## src/rtl/psram_pkg.sv

```systemverilog
// Shared definitions for the PSRAM port arbiter: FSM encoding, requester IDs,
// transfer sizes and the opcode selection helper.
package psram_pkg;

   localparam logic [1:0] ST_IDLE  = 2'd0;
   localparam logic [1:0] ST_ISSUE = 2'd1;
   localparam logic [1:0] ST_WAIT  = 2'd2;
   localparam logic [1:0] ST_RESP  = 2'd3;

   typedef enum logic [1:0] {
      P0   = 2'd0,
      P1   = 2'd1,
      MODE = 2'd2
   } req_id_e;

   localparam logic [2:0] SIZE_1 = 3'd1;
   localparam logic [2:0] SIZE_2 = 3'd2;
   localparam logic [2:0] SIZE_4 = 3'd4;

   function automatic logic [7:0] port_cmd(input logic rd, input logic [7:0] rd_op,
                                           input logic [7:0] wr_op);
      return rd ? rd_op : wr_op;
   endfunction

endpackage

```

## src/rtl/psram_port_arbiter_if.sv

```systemverilog
// Bus bundle between the two requesters, the mode requester, the config opcodes
// and the PSRAM core. slave = arbiter side, master = environment side.
interface psram_port_arbiter_if;
   import psram_pkg::*;

   logic        p0_req, p0_rd, p0_ack, p0_err;
   logic [23:0] p0_addr;
   logic [31:0] p0_wdata, p0_rdata;
   logic [2:0]  p0_size;

   logic        p1_req, p1_rd, p1_ack, p1_err;
   logic [23:0] p1_addr;
   logic [31:0] p1_wdata, p1_rdata;
   logic [2:0]  p1_size;

   logic        mode_req, mode_exit, mode_ack;
   logic [7:0]  rd_cmd, wr_cmd, eqpi_cmd, xqpi_cmd;

   logic        core_start, core_rd_wr, core_short, core_done, busy;
   logic [23:0] core_addr;
   logic [31:0] core_data_i, core_data_o;
   logic [2:0]  core_size;
   logic [7:0]  core_cmd;

   modport slave (
      input  p0_req, p0_rd, p0_addr, p0_wdata, p0_size,
      input  p1_req, p1_rd, p1_addr, p1_wdata, p1_size,
      input  mode_req, mode_exit, rd_cmd, wr_cmd, eqpi_cmd, xqpi_cmd,
      input  core_done, core_data_o,
      output p0_ack, p0_err, p0_rdata, p1_ack, p1_err, p1_rdata, mode_ack,
      output core_start, core_addr, core_data_i, core_size, core_rd_wr, core_cmd, core_short,
      output busy
   );

   modport master (
      output p0_req, p0_rd, p0_addr, p0_wdata, p0_size,
      output p1_req, p1_rd, p1_addr, p1_wdata, p1_size,
      output mode_req, mode_exit, rd_cmd, wr_cmd, eqpi_cmd, xqpi_cmd,
      output core_done, core_data_o,
      input  p0_ack, p0_err, p0_rdata, p1_ack, p1_err, p1_rdata, mode_ack,
      input  core_start, core_addr, core_data_i, core_size, core_rd_wr, core_cmd, core_short,
      input  busy
   );

endinterface

```

## src/rtl/psram_rr_arb2.sv

```systemverilog
// Two-way request picker. On a tie the pointer decides (round-robin) or port 0
// wins (fixed priority); the pointer moves away from the port just served.
module psram_rr_arb2 #(
   parameter bit RR_ENABLE = 1'b1
) (
   input  logic       clk,
   input  logic       rst,
   input  logic [1:0] req,
   input  logic       advance,
   input  logic       last_gnt,
   output logic       gnt_idx,
   output logic       gnt_valid
);

   logic ptr_reg;

   always_ff @(posedge clk or posedge rst) begin
      if (rst) begin
         ptr_reg <= 1'b0;
      end else if (advance) begin
         ptr_reg <= ~last_gnt;
      end
   end

   always_comb begin
      gnt_valid = |req;
      if (req == 2'b11) begin
         gnt_idx = RR_ENABLE ? ptr_reg : 1'b0;
      end else begin
         gnt_idx = req[1] & ~req[0];
      end
   end

endmodule

```

## src/rtl/psram_port_arbiter.sv

```systemverilog
// Shares one PSRAM core between two bus ports and a QPI mode requester, sequencing
// each granted transfer IDLE -> ISSUE -> WAIT -> RESP with a watchdog on WAIT.
module psram_port_arbiter
   import psram_pkg::*;
#(
   parameter int TIMEOUT_W = 8,
   parameter bit RR_ENABLE = 1'b1
) (
   input  logic                 clk,
   input  logic                 rst,
   psram_port_arbiter_if.slave  bus
);

   logic [1:0]           state_reg;
   req_id_e              winner_reg;
   logic [TIMEOUT_W-1:0] wdog_reg, wdog_next;
   logic                 timeout, wait_done, wait_abort, wait_exit;
   logic                 gnt_idx, gnt_valid, rr_advance;
   logic                 mode_ack_reg;

   logic                 core_start_reg, core_rd_wr_reg, core_short_reg;
   logic [23:0]          core_addr_reg;
   logic [31:0]          core_data_reg;
   logic [2:0]           core_size_reg;
   logic [7:0]           core_cmd_reg;

   logic [1:0]           port_req, port_rd, port_win;
   logic [23:0]          port_addr  [2];
   logic [31:0]          port_wdata [2];
   logic [2:0]           port_size  [2];

   assign port_req      = {bus.p1_req, bus.p0_req};
   assign port_rd       = {bus.p1_rd, bus.p0_rd};
   assign port_addr[0]  = bus.p0_addr;
   assign port_addr[1]  = bus.p1_addr;
   assign port_wdata[0] = bus.p0_wdata;
   assign port_wdata[1] = bus.p1_wdata;
   assign port_size[0]  = bus.p0_size;
   assign port_size[1]  = bus.p1_size;
   assign port_win      = {winner_reg == P1, winner_reg == P0};

   // Saturating watchdog; abort fires on the edge where it reaches all ones.
   assign wdog_next  = (wdog_reg == '1) ? wdog_reg : wdog_reg + TIMEOUT_W'(1);
   assign timeout    = (wdog_next == '1);
   assign wait_done  = (state_reg == ST_WAIT) && bus.core_done;
   assign wait_abort = (state_reg == ST_WAIT) && !bus.core_done && timeout;
   assign wait_exit  = wait_done || wait_abort;
   assign rr_advance = (state_reg == ST_RESP) && (winner_reg != MODE);

   psram_rr_arb2 #(.RR_ENABLE(RR_ENABLE)) u_rr_arb (
      .clk       (clk),
      .rst       (rst),
      .req       (port_req),
      .advance   (rr_advance),
      .last_gnt  (winner_reg == P1),
      .gnt_idx   (gnt_idx),
      .gnt_valid (gnt_valid)
   );

   always_ff @(posedge clk or posedge rst) begin
      if (rst) begin
         state_reg      <= ST_IDLE;
         winner_reg     <= P0;
         wdog_reg       <= '0;
         mode_ack_reg   <= 1'b0;
         core_start_reg <= 1'b0;
         core_rd_wr_reg <= 1'b0;
         core_short_reg <= 1'b0;
         core_addr_reg  <= '0;
         core_data_reg  <= '0;
         core_size_reg  <= '0;
         core_cmd_reg   <= '0;
      end else begin
         core_start_reg <= 1'b0;
         mode_ack_reg   <= wait_exit && (winner_reg == MODE);
         case (state_reg)
            ST_IDLE: begin
               if (bus.mode_req) begin
                  winner_reg     <= MODE;
                  core_addr_reg  <= '0;
                  core_data_reg  <= '0;
                  core_size_reg  <= '0;
                  core_rd_wr_reg <= 1'b0;
                  core_short_reg <= 1'b1;
                  core_cmd_reg   <= bus.mode_exit ? bus.xqpi_cmd : bus.eqpi_cmd;
                  state_reg      <= ST_ISSUE;
               end else if (gnt_valid) begin
                  winner_reg     <= gnt_idx ? P1 : P0;
                  core_addr_reg  <= port_addr[gnt_idx];
                  core_data_reg  <= port_wdata[gnt_idx];
                  core_size_reg  <= port_size[gnt_idx];
                  core_rd_wr_reg <= port_rd[gnt_idx];
                  core_short_reg <= 1'b0;
                  core_cmd_reg   <= port_cmd(port_rd[gnt_idx], bus.rd_cmd, bus.wr_cmd);
                  state_reg      <= ST_ISSUE;
               end
            end
            ST_ISSUE: begin
               core_start_reg <= 1'b1;
               wdog_reg       <= '0;
               state_reg      <= ST_WAIT;
            end
            ST_WAIT: begin
               if (wait_exit) begin
                  state_reg <= ST_RESP;
               end else begin
                  wdog_reg <= wdog_next;
               end
            end
            default: state_reg <= ST_IDLE;
         endcase
      end
   end

   // Per-port response registers: ack/err pulse during RESP, rdata held until next read.
   genvar gi;
   generate
      for (gi = 0; gi < 2; gi++) begin : g_port
         logic        ack_reg, err_reg;
         logic [31:0] rdata_reg;
         always_ff @(posedge clk or posedge rst) begin
            if (rst) begin
               ack_reg   <= 1'b0;
               err_reg   <= 1'b0;
               rdata_reg <= '0;
            end else begin
               ack_reg <= wait_exit && port_win[gi];
               err_reg <= wait_abort && port_win[gi];
               if (wait_done && port_win[gi] && core_rd_wr_reg) begin
                  rdata_reg <= bus.core_data_o;
               end
            end
         end
      end
   endgenerate

   assign bus.p0_ack      = g_port[0].ack_reg;
   assign bus.p0_err      = g_port[0].err_reg;
   assign bus.p0_rdata    = g_port[0].rdata_reg;
   assign bus.p1_ack      = g_port[1].ack_reg;
   assign bus.p1_err      = g_port[1].err_reg;
   assign bus.p1_rdata    = g_port[1].rdata_reg;
   assign bus.mode_ack    = mode_ack_reg;
   assign bus.core_start  = core_start_reg;
   assign bus.core_addr   = core_addr_reg;
   assign bus.core_data_i = core_data_reg;
   assign bus.core_size   = core_size_reg;
   assign bus.core_rd_wr  = core_rd_wr_reg;
   assign bus.core_cmd    = core_cmd_reg;
   assign bus.core_short  = core_short_reg;
   assign bus.busy        = (state_reg != ST_IDLE);

endmodule
```

## src/flat_wrapper.sv

```systemverilog
// flat-port wrapper written by rule: the top's interface ports become plain ports
module psram_port_arbiter_flat import psram_pkg::*;
#(
   parameter int TIMEOUT_W = 8,
   parameter bit RR_ENABLE = 1'b1
)
  (clk, rst, bus_p0_req, bus_p0_rd, bus_p0_addr, bus_p0_wdata, bus_p0_size, bus_p1_req, bus_p1_rd, bus_p1_addr, bus_p1_wdata, bus_p1_size, bus_mode_req, bus_mode_exit, bus_rd_cmd, bus_wr_cmd, bus_eqpi_cmd, bus_xqpi_cmd, bus_core_done, bus_core_data_o, bus_p0_ack, bus_p0_err, bus_p0_rdata, bus_p1_ack, bus_p1_err, bus_p1_rdata, bus_mode_ack, bus_core_start, bus_core_addr, bus_core_data_i, bus_core_size, bus_core_rd_wr, bus_core_cmd, bus_core_short, bus_busy);
  psram_port_arbiter_if bus_i ();
  input  logic clk;
  input  logic rst;
  input wire logic [$bits(bus_i.p0_req)-1:0] bus_p0_req;
  input wire logic [$bits(bus_i.p0_rd)-1:0] bus_p0_rd;
  input wire logic [$bits(bus_i.p0_addr)-1:0] bus_p0_addr;
  input wire logic [$bits(bus_i.p0_wdata)-1:0] bus_p0_wdata;
  input wire logic [$bits(bus_i.p0_size)-1:0] bus_p0_size;
  input wire logic [$bits(bus_i.p1_req)-1:0] bus_p1_req;
  input wire logic [$bits(bus_i.p1_rd)-1:0] bus_p1_rd;
  input wire logic [$bits(bus_i.p1_addr)-1:0] bus_p1_addr;
  input wire logic [$bits(bus_i.p1_wdata)-1:0] bus_p1_wdata;
  input wire logic [$bits(bus_i.p1_size)-1:0] bus_p1_size;
  input wire logic [$bits(bus_i.mode_req)-1:0] bus_mode_req;
  input wire logic [$bits(bus_i.mode_exit)-1:0] bus_mode_exit;
  input wire logic [$bits(bus_i.rd_cmd)-1:0] bus_rd_cmd;
  input wire logic [$bits(bus_i.wr_cmd)-1:0] bus_wr_cmd;
  input wire logic [$bits(bus_i.eqpi_cmd)-1:0] bus_eqpi_cmd;
  input wire logic [$bits(bus_i.xqpi_cmd)-1:0] bus_xqpi_cmd;
  input wire logic [$bits(bus_i.core_done)-1:0] bus_core_done;
  input wire logic [$bits(bus_i.core_data_o)-1:0] bus_core_data_o;
  output wire logic [$bits(bus_i.p0_ack)-1:0] bus_p0_ack;
  output wire logic [$bits(bus_i.p0_err)-1:0] bus_p0_err;
  output wire logic [$bits(bus_i.p0_rdata)-1:0] bus_p0_rdata;
  output wire logic [$bits(bus_i.p1_ack)-1:0] bus_p1_ack;
  output wire logic [$bits(bus_i.p1_err)-1:0] bus_p1_err;
  output wire logic [$bits(bus_i.p1_rdata)-1:0] bus_p1_rdata;
  output wire logic [$bits(bus_i.mode_ack)-1:0] bus_mode_ack;
  output wire logic [$bits(bus_i.core_start)-1:0] bus_core_start;
  output wire logic [$bits(bus_i.core_addr)-1:0] bus_core_addr;
  output wire logic [$bits(bus_i.core_data_i)-1:0] bus_core_data_i;
  output wire logic [$bits(bus_i.core_size)-1:0] bus_core_size;
  output wire logic [$bits(bus_i.core_rd_wr)-1:0] bus_core_rd_wr;
  output wire logic [$bits(bus_i.core_cmd)-1:0] bus_core_cmd;
  output wire logic [$bits(bus_i.core_short)-1:0] bus_core_short;
  output wire logic [$bits(bus_i.busy)-1:0] bus_busy;
  assign bus_i.p0_req = bus_p0_req;
  assign bus_i.p0_rd = bus_p0_rd;
  assign bus_i.p0_addr = bus_p0_addr;
  assign bus_i.p0_wdata = bus_p0_wdata;
  assign bus_i.p0_size = bus_p0_size;
  assign bus_i.p1_req = bus_p1_req;
  assign bus_i.p1_rd = bus_p1_rd;
  assign bus_i.p1_addr = bus_p1_addr;
  assign bus_i.p1_wdata = bus_p1_wdata;
  assign bus_i.p1_size = bus_p1_size;
  assign bus_i.mode_req = bus_mode_req;
  assign bus_i.mode_exit = bus_mode_exit;
  assign bus_i.rd_cmd = bus_rd_cmd;
  assign bus_i.wr_cmd = bus_wr_cmd;
  assign bus_i.eqpi_cmd = bus_eqpi_cmd;
  assign bus_i.xqpi_cmd = bus_xqpi_cmd;
  assign bus_i.core_done = bus_core_done;
  assign bus_i.core_data_o = bus_core_data_o;
  assign bus_p0_ack = bus_i.p0_ack;
  assign bus_p0_err = bus_i.p0_err;
  assign bus_p0_rdata = bus_i.p0_rdata;
  assign bus_p1_ack = bus_i.p1_ack;
  assign bus_p1_err = bus_i.p1_err;
  assign bus_p1_rdata = bus_i.p1_rdata;
  assign bus_mode_ack = bus_i.mode_ack;
  assign bus_core_start = bus_i.core_start;
  assign bus_core_addr = bus_i.core_addr;
  assign bus_core_data_i = bus_i.core_data_i;
  assign bus_core_size = bus_i.core_size;
  assign bus_core_rd_wr = bus_i.core_rd_wr;
  assign bus_core_cmd = bus_i.core_cmd;
  assign bus_core_short = bus_i.core_short;
  assign bus_busy = bus_i.busy;
  psram_port_arbiter #(.TIMEOUT_W(TIMEOUT_W), .RR_ENABLE(RR_ENABLE)) u_core (.clk(clk), .rst(rst), .bus(bus_i));
endmodule
```

## config.mk

```make
export PLATFORM = sky130hd
export DESIGN_NAME = psram_port_arbiter_flat
export DESIGN_NICKNAME = d
export VERILOG_FILES = /design/src/rtl/psram_pkg.sv /design/src/rtl/psram_port_arbiter_if.sv /design/src/rtl/psram_rr_arb2.sv /design/src/rtl/psram_port_arbiter.sv /design/src/flat_wrapper.sv
export SDC_FILE = /design/constraint.sdc
export NUM_CORES = 1
export LEC_CHECK = 0
export CORE_ASPECT_RATIO = 0.7
export CORE_MARGIN = 3
export CORE_UTILIZATION = 37
export DETAILED_ROUTE_END_ITERATION = 12
export PLACE_DENSITY_LB_ADDON = 0.3
export REMOVE_ABC_BUFFERS = 1
export SLEW_MARGIN = 20
export SYNTH_ARGS = -nofsm -noshare
export SYNTH_HDL_FRONTEND = slang
export SYNTH_HIERARCHICAL = 1
export SYNTH_SLANG_ARGS = --single-unit
```

## constraint.sdc

```tcl
create_clock -name clk -period 5.19 [get_ports clk]
set_input_delay 1.038 -clock clk [delete_from_list [all_inputs] [get_ports clk]]
set_output_delay 1.038 -clock clk [all_outputs]
set_load 0.01 [all_outputs]
```

* Yosys cells after proc, flatten, opt, wreduce, memory -nomap -nowiden
Cells that the tools add are included.
Widths: inputs -> output; s select.
** Cells by class
- Order comparisons :: 2
- Add/subtract/negate cells :: 1
- Bitwise logic cells :: 4
- Reduce and logical (&&, ||, !) cells :: 24
- Multiplexer cells :: 37
- Equality and inequality tests :: 12
** Operators with widths (count)
- $mux 32 :: 5
- $mux 24 :: 5
- $mux 8 :: 6
- $eq 8x8->1 const B :: 2
- $pmux 8 s2 :: 1
- $mux 3 :: 5
- $logic_and 1x1->1 :: 13
- $mux 2 :: 5
- $mux 1 :: 9
- $add 8x1->8 const B :: 1
- $eq 2x2->1 const B :: 4
- $pmux 2 s3 :: 1
- $reduce_and 2->1 :: 3
- $reduce_bool 2->1 :: 3
- $eq 2x1->1 const B :: 2
- $logic_not 2->1 :: 2
- $ne 2x2->1 const B :: 2
- $ne 3x2->1 const B :: 1
- $ge 2x2->1 const B :: 1
- $lt 1x2->1 const B :: 1
- $ne 2x1->1 const B :: 1
- $not 1->1 :: 2
- $not 1->2 :: 1
- $reduce_or 2->1 :: 1
- other kinds (3) :: 3
** Word-level totals
- Register bits after elaboration :: 152
- Word-level logic and storage cells :: 98
- Output and inout port bits :: 140

* Logic depth before layout (Yosys ltp)
- Depth in word-level cells :: 9
- Gate-level depth with buffers :: 10
- Depth with buffers taken out :: 8

* Hierarchy
The synthesis kept the hierarchy.
** By module, submodules not included
- psram_port_arbiter :: area each 6901.6 µm², sequential area each 3753.6 µm², times used 1, cells each 579
- psram_rr_arb2 :: area each 55.1 µm², sequential area each 25.0 µm², times used 1, cells each 7

* Least setup slack after synthesis
Ideal clock, no wire load.
- Path type :: in2reg
- From :: in bus_p1_req
- To :: reg u_core.core_cmd_reg[0], in the netlist u_core/bus.core_cmd[0]
- Path buffers :: 1
- Slack :: 2481 ps
- Data required time :: 5056 ps
- Library setup time :: 134 ps
- Cell stages on the path :: 6
- Arrival time :: 2576 ps
- Path through :: a21boi_1 -> clkbuf_1 -> mux2i_1 -> mux2_2 -> o21ai_0 -> o21ai_0
** Between the ends
- Word-level cells in the longest chain between the ends :: 7
- Elaborated cells between the ends (all ways) :: 11
- Classes of those cells :: eq/ne (1); mux (6); bitwise (1); reduce/logical (3)
** Ends and longest elaborated chain
- start, declared :: RTL line flat_wrapper.sv:16 : input wire logic [$bits(bus_i.p1_req)-1:0] bus_p1_req;
- $eq 2x2->1 or $and 1x1->1 (tied branches) :: RTL line psram_rr_arb2.sv:27, psram_rr_arb2.sv:30
- $mux 1 :: RTL line psram_rr_arb2.sv:27 : if (req == 2'b11) begin
- $mux 1 (implied by the code) (2 in series) :: RTL line psram_port_arbiter.sv:94 : core_cmd_reg <= port_cmd(port_rd[gnt_idx], bus.rd_cmd, bus.wr_cmd);
- $mux 8 :: RTL line psram_pkg.sv:22 : return rd ? rd_op : wr_op;
- $mux 8 :: RTL line psram_port_arbiter.sv:87 : end else if (gnt_valid) begin
- $mux 8 :: RTL line psram_port_arbiter.sv:78 : if (bus.mode_req) begin
- end signal, assigned :: RTL line psram_port_arbiter.sv:85 : core_cmd_reg <= bus.mode_exit ? bus.xqpi_cmd : bus.eqpi_cmd;
- end signal, assigned :: RTL line psram_port_arbiter.sv:94
- end, declared :: RTL line psram_port_arbiter.sv:25 : logic [7:0] core_cmd_reg;
Several ways; a longest one is shown, not always the timed one. The select of a mux whose other input is x is not followed.
A chain may end at the register's enable or synchronous reset.

* Final worst setup path
- From :: in bus_core_done
- To :: reg u_core.state_reg[1]
** Between the ends
- Word-level cells in the longest chain between the ends :: 6
- Elaborated cells between the ends (all ways) :: 7
- Classes of those cells :: eq/ne (1); reduce/logical (6)
** Ends and longest elaborated chain
- start, declared :: RTL line flat_wrapper.sv:27 : input wire logic [$bits(bus_i.core_done)-1:0] bus_core_done;
- $logic_not 1->1 :: RTL line psram_port_arbiter.sv:46 : assign wait_abort = (state_reg == ST_WAIT) && !bus.core_done && timeout;
- $logic_and 1x1->1 (2 in series) :: RTL line psram_port_arbiter.sv:46
- $logic_or 1x1->1 * :: RTL line psram_port_arbiter.sv:47 : assign wait_exit = wait_done || wait_abort;
- $ne 2x1->1 (no source line) *
- $reduce_and 2->1 (no source line) *
- end signal, assigned :: RTL line psram_port_arbiter.sv:62 : state_reg <= ST_IDLE;
- end signal, assigned :: RTL line psram_port_arbiter.sv:86 : state_reg <= ST_ISSUE;
- end signal, assigned :: RTL line psram_port_arbiter.sv:95 : state_reg <= ST_ISSUE;
- end, declared :: RTL line psram_port_arbiter.sv:14 : logic [1:0] state_reg;
Every way passes the cells marked *; elsewhere a longest branch is shown, timed or not.

==> reports/qor.csv <==
metric,value,unit
status,finished clean,
r2r_start,u_core/state_reg[0],
cts_buffer_depth,2,
synth_cells,586,
internal_power,3780,µW
switchingPower,1990,µW
crit_required,5.49,ns
die_width,170,µm
cts_tree,yes,
dieHeight,121,µm
grt_pass1_wl,33200,µm
fin_skew,0.0185,ns
cp-endpoint,u_core/state_reg[1],
fmax,0.325,GHz
holdWs,0.475,ns
grtUsageTotal,20.9,%
ys_seq_area_share,54.3,%
hold_path.class,flop to flop,
syn_to_final_growth,58.8,%
viasPerCell,4.94,
hpwl,15700,µm
place.gp.congestion,0.853,
antenna_found_initial,0,
p_leak,0.00485,µW
antenna_left,0,
irDropWorstVdd,0.274,mV
grt_pass1_vias,5832,
setup.worst_path.start_class,primary input,
setup_viol,0,
synth_seq_cells,151,
arrival,3.38,ns
wire_per_inst,18.7,µm
setup_tns,0,ns
syn-cell-area,6960,µm²
yosysWarnings,6,
htree_levels,4,
min_period,3.08,ns
critPathCaptureType,flop,
postCtsHoldBufs,0,
cts_root_buffer,clkbuf_16,
power_frac_clock,21.4,%
finalPower,5770,µW
path_class,primary input to flop,
post_cts_buffers,0,
post-route-period-util,59.3,%
worstSkewPairLatency,0.42,ns
cts_buffers,17,
placementRows,41,
dr_total_vias,5657,
post-route-drc-count,0,
grt_max_degree,96,
final_max_slew_viol_count,0,
dieArea,20500,µm²
grt_setup_unrepaired,no,
start_util,38.2,%
r2r-end,u_core/state_reg[1],
dp_cells,1114,
crit_fanout,9,
critPathLaunch,bus_core_done,
first_pass_iters,5,
worstMarginPinSlew,1.05,ns
gr-total-overflow,0,
synth.avg_cell_area,11.9,µm²
core,18200,µm²
power.share.switching,34.5,%
synth_cell_type_count,49,
port_buffers,330,
drt_iter0_drc,306,
cts_sinks,151,
synth-main-ff-cell,dfrtp_1,
boundaryPins,331,
seq_power_share,34.6,%
power_density,522,nW/µm²
diodes,0,
final_cells,1146,
r2r_cells,8,
pre_cts_slack,1.74,ns
slew_headroom,29.8,%
clk_pin_slew,0.06,ns
hold_violations,0,
cts_resized,0,
nets,1093,
maxCapViolCount,0,
drt-total-wl,21500,µm
power_frac_comb,43.9,%
drive_gt1_share,14.6,%
setup_slack,2.11,ns
synth-edff-count,0,
ff2ff_setup_slack,2.39,ns
ys_async_sr_fraction,100,%
-- synthesized netlist by cell type (2+ instances only) --
| master | count | area (µm²) |
|---|---|---|
| nand2b_1 | 4 | 25.0 |
| a21oi_1 | 6 | 30.0 |
| a31oi_1 | 2 | 12.5 |
| a311oi_1 | 2 | 17.5 |
| nor2b_1 | 3 | 18.8 |
| dfrtp_1 | 151 | 3780 |
| ha_1 | 5 | 62.6 |
| nand4_1 | 5 | 31.3 |
| buf_1 | 4 | 15.0 |
| nand3_1 | 3 | 15.0 |
| mux2i_1 | 70 | 701 |
| buf_6 | 4 | 45.0 |
| o21ai_0 | 17 | 85.1 |
| nand2_1 | 88 | 330 |
| mux2_2 | 73 | 822 |
| o31ai_1 | 61 | 458 |
| nor2_1 | 9 | 33.8 |
| inv_1 | 10 | 37.5 |
| nor3_1 | 2 | 10.0 |
| and3b_1 | 2 | 17.5 |
| clkbuf_1 | 35 | 131 |
| buf_2 | 2 | 10.0 |
| nor3_2 | 2 | 20.0 |
-- metal layers --
| metal | up-vias | share of wire [%] | track usage (%) |
|---|---|---|---|
| li1 | 2724 | - | - |
| met1 | 2697 | 42 | 26.3 |
| met2 | 217 | 48 | 34.2 |
| met3 | 19 | 8.3 | 7.58 |
| met4 | 0 | 1.3 | 5.42 |
| met5 | - | 0 | 0 |
-- worst max-delay path, stage by stage --
cell and delay, ns:
clkdlybuf4s50_1 0.45, nor2b_1 0.46, and3b_1 0.26, o221ai_2 0.11, o31ai_4 0.49, o31a_2 0.25, mux2_2 0.32
-- logic make-up (layout without fill, tap and decap cells) --
group	after synthesis	in the layout	share of synthesized area, %
multiplexers	144	144	22.1
adder cells (fa/ha/maj)	5	5	0.899
flip-flops	151	151	54.3
buffers and inverters	56	380	3.54
AO/OA/AOI/OAI	102	102	10.7
AND/OR/NAND/NOR	128	128	8.42
-- power by group through the flow --
stage,Combinational [µW],Clock [µW],Sequential [µW]
finish,2530,1240,2000
global route,2730,1330,2070
CTS,2580,1270,2000
detailed placement,2560,0,2010
global placement,2540,0,1990
floorplan,888,0,2230
-- through the flow --
step           utilization, %  cell area [µm²]
6_report                 60.7            11100
5_1_grt                  60.7            11100
4_1_cts                  60.7            11100
3_5_place_dp             57.4            10400
3_3_place_gp             57.4            10400
2_1_floorplan               -             6750
-- cells in the final DEF (no fill, tap or decap), types with 2 or more instances in the layout --
cell | Yosys | layout
mux2_2 | 73 | 73
clkdlybuf4s50_1 | 0 | 329
nand2_1 | 88 | 88
nor3_2 | 2 | 2
clkbuf_16 | 0 | 17
nand3_1 | 3 | 3
inv_6 | 0 | 4
a311oi_1 | 2 | 2
o21ai_0 | 17 | 17
ha_1 | 5 | 5
and3b_1 | 2 | 2
a31oi_1 | 2 | 2
a21oi_1 | 6 | 6
mux2i_1 | 70 | 69
buf_4 | 1 | 7
o31ai_1 | 61 | 61
nor3_1 | 2 | 2
nor2b_1 | 3 | 3
nor2_1 | 9 | 8
nand4_1 | 5 | 5
nand2b_1 | 4 | 4
dfrtp_1 | 151 | 151
clkinv_8 | 0 | 5
inv_8 | 0 | 4
inv_1 | 10 | 9
clkinv_4 | 0 | 2
-- cell type report --
cell class                      count  area, µm²
Multi-Input combinational cell    379       2960
Sequential cell                   151       3780
Tap cell                          236        295
Fill cell                        1521       7160
Timing Repair Buffer              338       3370
Inverter                           10       42.5
Clock inverter                     15        178
Clock buffer                       17        425
-- how the worst min path moves through the flow --
stage	start	to	slack [ns]	depth (start not counted)
2_1_floorplan	u_core/winner_reg[0]	u_core/bus.p0_err	0.47	1
3_3_place_gp	u_core/bus.core_data_i[16]	u_core/bus.core_data_i[16]	0.46	2
3_5_place_dp	u_core/bus.core_data_i[30]	u_core/bus.core_data_i[30]	0.46	2
4_1_cts	u_core/bus.core_data_i[30]	u_core/bus.core_data_i[30]	0.48	2
5_1_grt	u_core/bus.core_data_i[1]	u_core/bus.core_data_i[1]	0.50	2
6_report	u_core/bus.core_data_i[3]	u_core/bus.core_data_i[3]	0.47	2
(Power assumes the default switching activity.)
